[src/rtl/multicycle_core_seq_pkg.sv]
// Shared definitions for the multi-cycle sequencer of the 9-bit accumulator
// core. It holds the sequencer state type, the opcode constants that the
// sequencer decodes, and the PC update selector used by seq_pc_next.
package multicycle_core_seq_pkg;

  typedef enum logic [2:0] {
    FETCH = 3'd0,
    EXEC  = 3'd1,
    MEM   = 3'd2,
    WB    = 3'd3,
    HALT  = 3'd4
  } seq_state_t;

  // Opcode field is ir[IW-1:IW-4]; every other opcode is treated as an ALU op.
  localparam logic [3:0] kLDS = 4'hC;  // load (T=0) / store (T=1)
  localparam logic [3:0] kBRC = 4'hD;  // conditional relative branch on ALU ZERO
  localparam logic [3:0] kHLT = 4'hF;  // stop the core

  typedef enum logic [1:0] {
    PC_HOLD = 2'd0,
    PC_INC  = 2'd1,
    PC_FWD  = 2'd2,
    PC_BWD  = 2'd3
  } pc_op_t;

endpackage

[src/rtl/multicycle_core_seq_pc_next.sv]
// seq_pc_next: combinational next-PC selection for the sequencer.
// Ports:
//   pc      in  PCW    current program counter
//   op      in  2      hold / +1 / +offset / -offset
//   offset  in  PCW-1  branch magnitude (unsigned)
//   pc_next out PCW    updated PC; all arithmetic wraps modulo 2**PCW
module seq_pc_next
  import multicycle_core_seq_pkg::*;
#(
  parameter int PCW = 10
) (
  input  logic [PCW-1:0] pc,
  input  pc_op_t         op,
  input  logic [PCW-2:0] offset,
  output logic [PCW-1:0] pc_next
);

  logic [PCW-1:0] off_ext;
  logic [PCW-1:0] one;

  assign off_ext = {1'b0, offset};
  assign one     = {{(PCW-1){1'b0}}, 1'b1};

  // Plain PCW-bit add/subtract gives the modulo wrap in both directions.
  always_comb begin
    case (op)
      PC_INC:  pc_next = pc + one;
      PC_FWD:  pc_next = pc + off_ext;
      PC_BWD:  pc_next = pc - off_ext;
      default: pc_next = pc;
    endcase
  end

endmodule

[src/rtl/multicycle_core_seq.sv]
// multicycle_core_seq: multi-cycle sequencer for the 9-bit accumulator core.
// Owns PC, instruction register, cycle/retire counters and halt; steps each
// instruction through FETCH/EXEC/MEM/WB so data memory may take a variable
// number of cycles behind a req/ack handshake.
// Ports:
//   CLK        in   clock, rising edge
//   start      in   asynchronous active-high reset
//   instr      in   InstROM word at address pc
//   alu_zero   in   ALU ZERO flag, sampled in EXEC
//   alu_halt   in   ALU halt request, sampled in EXEC
//   b_sign     in   branch direction, 1 = backward
//   b_offset   in   branch magnitude
//   mem_ack    in   data_mem completion pulse
//   pc         out  program counter
//   ir         out  latched instruction
//   rf_we      out  reg_file write strobe (WB only)
//   wb_sel_mem out  write-back source, 1 = data_mem
//   mem_req    out  data_mem request level
//   mem_we     out  1 = store, 0 = load, valid with mem_req
//   mem_err    out  sticky memory timeout flag
//   halt       out  sticky halt flag
//   cycle_ct   out  saturating count of non-halted cycles
//   instr_ct   out  saturating count of retired instructions
//   dbg_state  out  current sequencer state
// Handshake: mem_req is a level held for every MEM cycle; a transfer
// completes on the first cycle in MEM where mem_ack is high. mem_ack seen in
// any other state has no effect. A timeout ends the request without a transfer.
module multicycle_core_seq
  import multicycle_core_seq_pkg::*;
#(
  parameter int IW          = 9,
  parameter int PCW         = 10,
  parameter int CTW         = 16,
  parameter int MEM_TIMEOUT = 0
) (
  input  logic           CLK,
  input  logic           start,
  input  logic [IW-1:0]  instr,
  input  logic           alu_zero,
  input  logic           alu_halt,
  input  logic           b_sign,
  input  logic [PCW-2:0] b_offset,
  input  logic           mem_ack,
  output logic [PCW-1:0] pc,
  output logic [IW-1:0]  ir,
  output logic           rf_we,
  output logic           wb_sel_mem,
  output logic           mem_req,
  output logic           mem_we,
  output logic           mem_err,
  output logic           halt,
  output logic [CTW-1:0] cycle_ct,
  output logic [CTW-1:0] instr_ct,
  output seq_state_t     dbg_state
);

  // Wait counter only needs to reach MEM_TIMEOUT-1.
  localparam int TW = (MEM_TIMEOUT > 1) ? $clog2(MEM_TIMEOUT) : 1;

  seq_state_t     state, state_next;
  pc_op_t         pc_op;
  logic [PCW-1:0] pc_upd;
  logic [TW-1:0]  wait_ct;
  logic [3:0]     opcode;
  logic           is_store;
  logic           retire;
  logic           timeout;
  logic           halt_set;
  logic [CTW-1:0] ct_one;

  assign opcode    = ir[IW-1:IW-4];
  assign is_store  = ir[0];
  assign dbg_state = state;
  assign ct_one    = {{(CTW-1){1'b0}}, 1'b1};

  seq_pc_next #(.PCW(PCW)) u_pc_next (
    .pc      (pc),
    .op      (pc_op),
    .offset  (b_offset),
    .pc_next (pc_upd)
  );

  always_comb begin
    state_next = state;
    pc_op      = PC_HOLD;
    retire     = 1'b0;
    timeout    = 1'b0;
    halt_set   = 1'b0;
    rf_we      = 1'b0;
    wb_sel_mem = 1'b0;
    mem_req    = 1'b0;
    mem_we     = 1'b0;
    case (state)
      FETCH: state_next = EXEC;
      EXEC: begin
        if (opcode == kHLT || alu_halt) begin
          halt_set   = 1'b1;
          state_next = HALT;
        end else if (opcode == kBRC) begin
          pc_op      = alu_zero ? (b_sign ? PC_BWD : PC_FWD) : PC_INC;
          retire     = 1'b1;
          state_next = FETCH;
        end else if (opcode == kLDS) begin
          state_next = MEM;
        end else begin
          state_next = WB;
        end
      end
      MEM: begin
        mem_req = 1'b1;
        mem_we  = is_store;
        // An ack on the final allowed cycle still counts as a completed transfer.
        if (mem_ack) begin
          if (is_store) begin
            pc_op      = PC_INC;
            retire     = 1'b1;
            state_next = FETCH;
          end else begin
            state_next = WB;
          end
        end else if ((MEM_TIMEOUT > 0) && (wait_ct == TW'(MEM_TIMEOUT - 1))) begin
          timeout    = 1'b1;
          pc_op      = PC_INC;
          retire     = 1'b1;
          state_next = FETCH;
        end
      end
      WB: begin
        rf_we      = 1'b1;
        wb_sel_mem = (opcode == kLDS) && !is_store;
        pc_op      = PC_INC;
        retire     = 1'b1;
        state_next = FETCH;
      end
      HALT: state_next = HALT;
      default: state_next = FETCH;
    endcase
  end

  always_ff @(posedge CLK or posedge start) begin
    if (start) begin
      state    <= FETCH;
      pc       <= '0;
      ir       <= '0;
      wait_ct  <= '0;
      mem_err  <= 1'b0;
      halt     <= 1'b0;
      cycle_ct <= '0;
      instr_ct <= '0;
    end else begin
      state <= state_next;
      pc    <= pc_upd;
      if (state == FETCH) ir <= instr;
      if (state == MEM) wait_ct <= wait_ct + TW'(1);
      else              wait_ct <= '0;
      if (timeout)  mem_err <= 1'b1;
      if (halt_set) halt    <= 1'b1;
      // Both counters stop at all-ones instead of wrapping.
      if (!halt && (cycle_ct != '1)) cycle_ct <= cycle_ct + ct_one;
      if (retire && (instr_ct != '1)) instr_ct <= instr_ct + ct_one;
    end
  end

endmodule

[config.mk]
export PLATFORM = sky130hd
export DESIGN_NAME = multicycle_core_seq
export DESIGN_NICKNAME = d
export VERILOG_FILES = /design/src/rtl/multicycle_core_seq_pkg.sv /design/src/rtl/multicycle_core_seq_pc_next.sv /design/src/rtl/multicycle_core_seq.sv
export SDC_FILE = /design/constraint.sdc
export NUM_CORES = 1
export LEC_CHECK = 0
export ABC_AREA = 1
export ABC_CLOCK_PERIOD_IN_PS = 2200
export CAP_MARGIN = 40
export CORE_MARGIN = 2
export CORE_UTILIZATION = 45
export DETAILED_ROUTE_END_ITERATION = 6
export GPL_TIMING_DRIVEN = 0
export MAX_ROUTING_LAYER = met4
export PLACE_DENSITY = 0.77
export RECOVER_POWER = 100
export SETUP_SLACK_MARGIN = 0.4
export SLEW_MARGIN = 20
export SYNTH_ARGS = -nofsm -noshare
export SYNTH_HDL_FRONTEND = slang
export SYNTH_SLANG_ARGS = --single-unit
[constraint.sdc]
create_clock -name CLK -period 2.2 [get_ports CLK]
set_input_delay 0.44 -clock CLK [delete_from_list [all_inputs] [get_ports CLK]]
set_output_delay 0.44 -clock CLK [all_outputs]
set_load 0.05 [all_outputs]
## After elaboration in Yosys (flattened, before gate mapping)

Cells that the tools add are included.

- Bits in registers: 55
- Latch bits: 0
- Bits in writable memories: 0
- ROM bits: 0
- Input bits: 24
- Memories: 0

- Add/subtract/negate cells: 5
- Multipliers: 0
- Divide/modulo/power cells: 0
- $lt $le $gt $ge: 0
- Eq/ne operators: 13
- Shift-type cells: 0
- Mux-type cells: 25
- Bitwise gates (word level): 0
- Reduce and logical (&&, ||, !) cells: 8

Operators by type and width:

| operator | count |
|---|---|
| $add 16x1->16 const B | 2 |
| $ne 16x16->1 const B | 2 |
| $pmux 10 s3 | 1 |
| $mux 1 | 14 |
| $eq 4x4->1 const B | 3 |
| $pmux 3 s4 | 1 |
| $add 10x1->10 const B | 1 |
| $add 10x9->10 | 1 |
| $mux 2 | 5 |
| $sub 10x9->10 | 1 |
| $eq 3x2->1 const B | 2 |
| $mux 3 | 2 |
| $pmux 2 s3 | 1 |
| $eq 2x2->1 const B | 2 |
| $eq 3x1->1 const B | 1 |
| $eq 3x3->1 const B | 1 |
| $logic_and 1x1->1 | 3 |
| $logic_not 3->1 | 1 |
| $pmux 1 s3 | 1 |
| $reduce_bool 3->1 | 1 |
| $eq 2x1->1 const B | 1 |
| $logic_not 1->1 | 2 |
| $ne 2x2->1 const B | 1 |
| $logic_or 1x1->1 | 1 |

## Longest topological paths before layout

Gate-level depths: netlist (run 1).

- Depth in word-level cells: 7
- Gate-level depth with buffers: 22

## Modules after synthesis

A second synthesis (run 1) with hierarchy kept.

- Cells, all modules: 530
- Area, all modules: 3,788.6 um^2

Modules (own cells, without submodules):

| module | times used | cells an instance | area each (um^2) | seq. area each (um^2) |
|---|---|---|---|---|
| multicycle_core_seq | 1 | 372 | 2,944.1 | 1,376.3 |
| seq_pc_next | 1 | 158 | 844.6 | 0.0 |

## Worst setup path after synthesis (run 1)

OpenSTA, ideal clock, no wires.

- Kind: reg-to-reg
- Start: register state[2] (netlist: dbg_state[2])
- End: register pc[6]
- Library setup time: 118 ps
- Arrival time: 2,654 ps
- Data required time: 2,082 ps
- Slack: -572 ps
- Cell stages (with the launch flop): 17
- Path buffers: 0
- Clock period less this slack: 2,772 ps
- Cell sequence: dfrtp_1 -> inv_1 -> nand3b_1 -> nor2_1 -> a21oi_2 -> o21ai_0 -> o21ai_0 -> a21oi_1 -> ha_1 -> nand3_1 -> nand2_1 -> nand2_1 -> nand2_1 -> a21oi_1 -> or2_2 -> nand3_1 -> nand2_1

- Word-level cells in the longest chain between the ends: 4
- Elaborated cells between the ends (all ways): 9

RTL lines:

| what | line | text |
|---|---|---|
| from (decl) | multicycle_core_seq.sv:60 | `seq_state_t state, state_next;` |
| from (signal assigned) | multicycle_core_seq.sv:151 | `state <= state_next;` |
| $eq 3x2->1 or $eq 3x1->1 (tied branches) | multicycle_core_seq.sv:93 | `case (state)` |
| $pmux 2 s3 (*) | multicycle_core_seq.sv:93 |  |
| $eq 2x2->1 or $eq 2x1->1 (tied branches) | multicycle_core_seq_pc_next.sv:26 | `case (op)` |
| $pmux 10 s3 or $reduce_bool 3->1 (tied branches) | - |  |
| to (signal assigned) | multicycle_core_seq.sv:152 | `pc <= pc_upd;` |
| to (decl) | multicycle_core_seq.sv:44 | `output logic [PCW-1:0] pc,` |

Every way passes the cells marked *; elsewhere a longest branch is shown, timed or not.
A chain may end at the register's enable or synchronous reset.

## Worst setup path in the final report (run 1)

- Start: input port b_offset[4]
- End: register pc[9]

- Word-level cells in the longest chain between the ends: 2
- Elaborated cells between the ends (all ways): 3

RTL lines:

| what | line | text |
|---|---|---|
| from (decl) | multicycle_core_seq.sv:42 | `input logic [PCW-2:0] b_offset,` |
| $sub 10x9->10 or $add 10x9->10 (tied branches) | multicycle_core_seq_pc_next.sv:29, multicycle_core_seq_pc_next.sv:28 |  |
| $pmux 10 s3 (*) | multicycle_core_seq_pc_next.sv:26 |  |

Marks and branches as above.

==> flow_summary_export.csv, run 1 <==
group,metric,value,unit
pwr,power_density,950,nW/µm²
clocking,clock_latency,310,ps
clocking,cts_root_buf,"clkbuf_8",
floorplan,die_w,90.7,µm
run_status,violations,"setup timing",
cells_and_area,syn_to_final_growth,52.3,%
critical_path,crit_required,2410,ps
critical_path,start_kind,"primary input",
pwr,finalPower,4.89,mW
route,drt-total-wl,9780,µm
timing,setup_slack,-442,ps
cells_and_area,drive_gt1_frac,0.319,
critical_path,crit_path_top_delay_cell,"clkdlybuf4s50_1",
placed_design,routabilityCongestion,0.850,
clocking,clock-sinks,55,
cells_and_area,mostFrequentLayoutCell,"nand2_1",
synth,syn_avg_cell_area,7.97,µm²
clocking,cts.clk_slew.worst_paths,100,ps
timing,fin_crit,2640,ps
cells_and_area,regArea,1390,µm²
critical_path,path_max_fanout,3,
global_routing,globalRouteTotalUtil,0.220,
cells_and_area,nFillCells,580,
floorplan,start_util,0.466,
timing,setup_viol,9,
timing,worst_pin_slew,1150,ps
floorplan,num_io_pins,84,
cells_and_area,nNetsFinal,587,
global_routing,grt-ovfl-total,0,
timing,slew_headroom,0.231,
timing,hold-worst-slack,509,ps
run_status,status,"finished, violations left",
route,avgRoutedWirePerCell,15.0,µm
cells_and_area,final_cell_mix,"nand2_1, dlygate4sd2_1, dfrtp_1",
floorplan,die_area,8220,µm²
cells_and_area,design_area,5150,µm²
synth,synth.distinct_cells,35,
critical_path,cp.arrival,2850,ps
global_routing,grt_pass1_vias,3244,
synth,netlist_area,3380,µm²
critical_path,critPathMaxStageDelay,450,ps
timing,post-route-period-util,1.20,
route,drc,0,
critical_path,crit_top_cell,"nand2_1",
floorplan,fp.dieH,90.7,µm
placed_design,hpwl,5810,µm
timing,drv_slew,0,
placed_design,post-place-ws,-908,ps
placed_design,dpl-instance-area,4380,µm²
synth,yosys_warnings,0,
timing,final_hold_viol_count,0,
synth,syn_nets,461,
floorplan,fp-row-count,31,
global_routing,grt_pass1_wl,14700,µm
pwr,vdd_drop_max,1.10,mV
clocking,cts_tree,"built",
route,ant_nets,0,
hold_path,hold_class,"register to register",
pwr,p_leak,2.49,nW
clocking,ctsLongestPathBuffers,2,
timing,rsz0062_at_grt,"yes",
timing,finalSetupTns,-2510,ps
critical_path,setup.worst_path.end_class,"register",
route,vias,3437,
global_routing,grt_max_degree,56,
route,drtIter0Drc,155,
critical_path,path_class,"primary input to register",
clocking,htreeDepth,2,
route,vias_per_cell,5.29,
placed_design,io_buffers,82,
clocking,numCtsBuffers,5,
synth,seq_area_frac_synth,0.407,
critical_path,cp_cell_sequence,"clkdlybuf4s50_1 -> inv_2 -> nand2_2 -> nor2_4 -> nand4_1 -> o21ai_2 -> o21ai_2 -> a21oi_2 -> ha_1 -> nand2_1 -> nor2_1 -> nor2_1 -> nand3_2 -> inv_2 -> nand3_2 -> nand2_1 -> nand2_1 -> nand2_1 -> inv_1",
job,max_cap_violations,0,
timing,fin_skew,6.11,ps
synth,synthCells,424,
timing,fmax,379,MHz
route,firstDrtPassIters,5,
synth,ys_ff_latch,55,
global_routing,antenna_found_initial,0,
cells_and_area,multi_input_area,2230,µm²
floorplan,coreArea,7250,µm²
cells_and_area,diodes,0,
-- sequential cells by signal, summed over array words and instances (netlist names) --
name and flops:
cycle_ct 16, instr_ct 16, halt 1, dbg_state 3, ir 9, pc 10
-- repair_timing --
action                     CTS  global route
pin swaps                   16            43
setup endpoints to repair   69            39
gates cloned                 2             0
gates resized for setup    119           112
buffers inserted            17            18
hold buffers                 0             0
-- routing by layer --
metal | up-vias | part of all wire | GRT usage
met5 | - | 0 | -
met4 | 0 | 0.038 | 0.0859
met2 | 145 | 0.51 | 0.374
met1 | 1627 | 0.40 | 0.264
met3 | 37 | 0.053 | 0.0326
li1 | 1628 | - | -
-- per-stage QoR --
stage,utilization,cells
6_report,0.710,650
5_1_grt,0.710,650
4_1_cts,0.647,632
3_5_place_dp,0.603,605
3_3_place_gp,0.603,605
2_1_floorplan,-,424
-- cell type report --
class / count / share of cell area
plain buffers: 6 / 0.00777
clock buffers: 6 / 0.0160
clock inverters: 2 / 0.00753
inverters: 52 / 0.0386
multi-input cells: 312 / 0.433
flip-flops and latches: 55 / 0.270
well taps: 99 / 0.0241
repair buffers: 118 / 0.203
-- cell families (layout without fill, tap and decap cells) --
group	Yosys count	count (layout)	share of synthesized area
AND/OR/NAND/NOR	209	209	0.282
XOR/XNOR	35	35	0.0907
flip-flops	55	55	0.407
adder cells (fa/ha/maj)	13	13	0.0503
multiplexers	7	7	0.0233
buffers and inverters	58	184	0.0714
AO/OA/AOI/OAI	46	47	0.0740
other	1	1	0.00111
-- critical path: cells and delay by family --
kind                     cells  cell delay [ps]
AO/OA/AOI/OAI                3              480
buffers and inverters        4              660
adder cells (fa/ha/maj)      1              280
AND/OR/NAND/NOR             11              980
-- power by group --
group / internal [mW] / switching [mW] / leakage, nW
clock: 0.375 / 0.348 / 0.0618
sequential: 1.24 / 0.222 / 0.697
combinational: 0.938 / 1.77 / 1.73
total: 2.55 / 2.34 / 2.49
-- path summary, 6_finish.rpt --
check	from	end	slack, ps	cells past startpoint
min in group asynchronous	start	cycle_ct[1]$_DFFE_PP0P_	870	2
min reg2reg	ir[4]$_DFFE_PP0P_	ir[4]$_DFFE_PP0P_	510	1
min	ir[4]$_DFFE_PP0P_	ir[4]$_DFFE_PP0P_	510	1
max reg2reg	dbg_state[0]$_DFFE_PP0P_	pc[9]$_DFFE_PP0P_	-410	17
max in group asynchronous	start	ir[0]$_DFFE_PP0P_	540	2
max	b_offset[4]	pc[9]$_DFFE_PP0P_	-440	19
-- Yosys cell counts --
cell type	number	share of area
a21o_1	1	0.0022
a21oi_1	15	0.022
a21oi_2	1	0.0026
a31oi_1	3	0.0056
a31oi_2	1	0.0037
buf_2	2	0.0030
buf_4	3	0.0067
buf_6	1	0.0033
conb_1	1	0.0011
dfrtp_1	55	0.41
fa_1	1	0.0059
ha_1	12	0.044
inv_1	50	0.056
inv_2	1	0.0011
inv_4	1	0.0019
mux2_2	7	0.023
nand2_1	112	0.12
nand2_2	5	0.0093
nand2_4	2	0.0067
nand3_1	28	0.041
nand3_2	2	0.0059
nand3b_1	2	0.0044
nand4_1	3	0.0056
nor2_1	34	0.038
nor2_8	1	0.0059
nor3_1	13	0.019
nor3_2	2	0.0059
nor3_4	2	0.0096
nor3b_1	1	0.0022
o211ai_1	1	0.0022
o21ai_0	24	0.036
or2_2	1	0.0019
or3_1	1	0.0019
xnor2_1	13	0.034
xor2_1	22	0.057
Power figures use the tool's default switching activity.
==> run 2: changes to the inputs <==
Settings changed: CTS_CLUSTER_SIZE set to 40.
==> results of run 2 <==
The final DEF is identical to that of run 1; final timing and power are the same.
==> run 3: changes to the inputs <==
Settings changed: ABC_AREA 1 to not set, CORE_UTILIZATION 45 to 44.
==> run 3 against run 2 <==
Against the previous run:
- the run still ends with setup timing left
- register-to-register slack got worse by 670 ps
- largest power group unchanged
- sequential cell count unchanged
- critical path depth decreased by 6
- sequential share of layout area increased by 1.2 points
- sequential power increased by 11%
- maximum frequency decreased by 20%
- synthesized cell count decreased by 30%
- combinational power increased by 31%
- utilization increased by 1.4 points
- clock power decreased by 19%
==> flow_summary_export.csv, run 3 <==
group,metric,value,unit
placed_design,placedCellCount,474,
route,vias,2875,
clocking,numCtsBuffers,5,
route,ant_nets,0,
synth,synth.distinct_cells,52,
placed_design,hpwl,5020,µm
placed_design,routabilityCongestion,0.839,
global_routing,globalRouteTotalUtil,0.240,
floorplan,coreArea,6790,µm²
placed_design,dpl-instance-area,4140,µm²
synth,yosys_warnings,0,
global_routing,grt-ovfl-total,0,
timing,worst_pin_slew,1140,ps
synth,synth_largest_area_cell,"dfrtp_1",
critical_path,r2r_cells,14,
critical_path,endpoint,"pc[9]$_DFFE_PP0P_",
synth,synth_edf_count,0,
timing,fmax,304,MHz
critical_path,r2r-start,"dbg_state[1]$_DFFE_PP0P_",
floorplan,die_area,7710,µm²
synth,synthCells,296,
global_routing,grt_pass1_vias,2920,
timing,fin_skew,8.40,ps
route,firstDrtPassIters,4,
clocking,cts.clk_slew.worst_paths,100,ps
cells_and_area,diodes,0,
placed_design,io_buffers,82,
timing,drv_slew,0,
synth,syn_nets,333,
critical_path,cp_cell_sequence,"clkdlybuf4s50_1 -> nor2b_1 -> o21a_4 -> o31ai_2 -> xnor2_1 -> nor2_1 -> ha_1 -> and2_4 -> a221o_1 -> a22o_1 -> a311oi_2 -> mux2i_1 -> xnor2_1",
cells_and_area,fin_cells,536,
pwr,p_leak,2.31,nW
hold_path,hold_class,"register to register",
floorplan,fp-row-count,30,
cells_and_area,design_area,4920,µm²
critical_path,crit_path_top_delay_cell,"clkdlybuf4s50_1",
cells_and_area,final_cell_mix,"dlygate4sd2_1, dfrtp_1, buf_6",
clocking,clock_latency,320,ps
run_status,violations,"setup timing",
floorplan,start_util,0.455,
timing,post-route-period-util,1.49,
clocking,hold_buffers,0,
synth,ys.flop_type,"dfrtp_1",
synth,seq_area_frac_synth,0.446,
global_routing,grt_max_degree,56,
timing,slew_headroom,0.241,
synth,post-synth-top-count-cell,"dfrtp_1",
synth,ys_top_cells_by_area,"dfrtp_1, xnor2_1, mux2_2",
clocking,cts_root_buf,"clkbuf_8",
synth,synthArstFlopShare,1.00,
cells_and_area,syn_to_final_growth,59.2,%
pwr,power_density,1170,nW/µm²
synth,synthTopCellsByCount,"dfrtp_1, nor2_1, xnor2_1, nand2_1, a21oi_1",
cells_and_area,drive_gt1_frac,0.357,
critical_path,crit_required,2450,ps
critical_path,rr_endpoint,"pc[9]$_DFFE_PP0P_",
clocking,ctsLongestPathBuffers,2,
cells_and_area,largest_registers,"cycle_ct (16), instr_ct (16), pc (10)",
critical_path,setup.worst_path.end_class,"register",
critical_path,cp-startpoint,"alu_zero",
timing,setup_slack,-1090,ps
critical_path,start_kind,"primary input",
pwr,vdd_drop_max,0.989,mV
critical_path,path_max_fanout,4,
synth,netlist.area_leader.share,0.446,
critical_path,cp.arrival,3530,ps
clocking,htreeDepth,2,
critical_path,critPathMaxStageDelay,490,ps
synth,ys_ff_latch,55,
critical_path,path_class,"primary input to register",
route,drt-total-wl,9190,µm
timing,finalSetupTns,-8470,ps
timing,final_hold_viol_count,0,
critical_path,ff2ff_setup_slack,-1080,ps
floorplan,fp.dieH,87.8,µm
critical_path,crit_top_cell,"xnor2_1",
cells_and_area,mostFrequentLayoutCell,"dlygate4sd2_1",
timing,setup_viol,13,
job,max_cap_violations,0,
route,vias_per_cell,5.36,
synth,syn_avg_cell_area,10.4,µm²
timing,rsz0062_at_grt,"yes",
cells_and_area,nNetsFinal,476,
cells_and_area,nFillCells,490,
floorplan,die_w,87.8,µm
global_routing,grt_pass1_wl,14000,µm
timing,fin_crit,3290,ps
global_routing,antenna_found_initial,0,
synth,netlist_area,3090,µm²
floorplan,num_io_pins,84,
route,avgRoutedWirePerCell,17.2,µm
hold_path,worstHoldPathCells,1,
route,drtIter0Drc,102,
route,drc,0,
clocking,cts_tree,"built",
run_status,status,"finished, violations left",
clocking,clock-sinks,55,
==> run 3: cell count changes after synthesis, moves of 6 or more <==
cell,change
nand2_1,-96
mux2_2,+7
and2_1,+8
o21ai_0,-19
nand3_1,-16
nor3_1,-7
nor2b_1,+7
inv_1,-41
xor2_1,-10
nand2b_1,+6
xnor2_1,+16
==> run 3: critical path, delay by kind of cell <==
family / cells / cell delay, ps
multiplexers: 1 / 270
buffers and inverters: 1 / 490
adder cells (fa/ha/maj): 1 / 350
XOR/XNOR: 2 / 300
AND/OR/NAND/NOR: 3 / 570
AO/OA/AOI/OAI: 5 / 1100
==> run 3: final cells by class <==
cell class	instances	area, µm²	share of cell area
Buffer	7	75.1	0.0153
Timing Repair Buffer	135	1230	0.250
Inverter	9	33.8	0.00687
Clock inverter	3	22.5	0.00458
Tap cell	96	120	0.0244
Multi-Input combinational cell	226	1980	0.403
Clock buffer	5	68.8	0.0140
Sequential cell	55	1390	0.282
==> run 3: worst min path at each step <==
stage / startpoint / endpoint / slack [ps]
after CTS: cycle_ct[7]$_DFFE_PP0P_ / cycle_ct[7]$_DFFE_PP0P_ / 490
after floorplan: instr[0] / ir[0]$_DFFE_PP0P_ / 590
after global placement: cycle_ct[7]$_DFFE_PP0P_ / cycle_ct[7]$_DFFE_PP0P_ / 460
after detailed placement: cycle_ct[7]$_DFFE_PP0P_ / cycle_ct[7]$_DFFE_PP0P_ / 470
after global routing: cycle_ct[7]$_DFFE_PP0P_ / cycle_ct[7]$_DFFE_PP0P_ / 500
final: cycle_ct[7]$_DFFE_PP0P_ / cycle_ct[7]$_DFFE_PP0P_ / 480
==> run 3: per-stage QoR <==
step / total power [mW] / hold WS [ps] / utilization / worst slack, ps
finish: 5.75 / 482 / 0.724 / -1090
CTS: 5.47 / 489 / 0.701 / -983
global placement: 4.48 / 464 / 0.609 / -1650
global route: 6.03 / 501 / 0.724 / -1260
floorplan: 3.65 / 592 / - / -1080
detailed placement: 4.54 / 473 / 0.610 / -1710
==> run 3: where the power goes <==
group | switching, mW | leakage [nW] | internal (mW)
clock network | 0.355 | 0.0485 | 0.229
logic | 2.13 | 1.57 | 1.41
registers | 0.332 | 0.687 | 1.29
total | 2.82 | 2.31 | 2.93
==> run 3: cells by family (layout without fill, tap and decap cells) <==
logic type	after synthesis	after routing	synth area share
AOI/OAI and AO/OA	45	46	0.106
xor gates and xnor gates	41	41	0.116
adders and majority gates	13	13	0.0551
buffers and inverters	16	159	0.0271
DFF	55	55	0.446
muxes	16	16	0.0575
other	1	1	0.00121
and+or+nand+nor	109	109	0.191
==> run 3: what timing repair did <==
action	CTS	global route
endpoints found under the setup margin	87	50
pin swaps	16	37
setup buffers	42	10
gates resized for setup	146	56
gates cloned	2	0
==> run 3: per-layer routing <==
metal,routed length [µm],vias to the layer above,global-route usage
li1,-,1338,-
met1,3760,1398,0.287
met2,4600,109,0.400
met3,507,30,0.0386
met4,316,0,0.106
met5,0,-,-
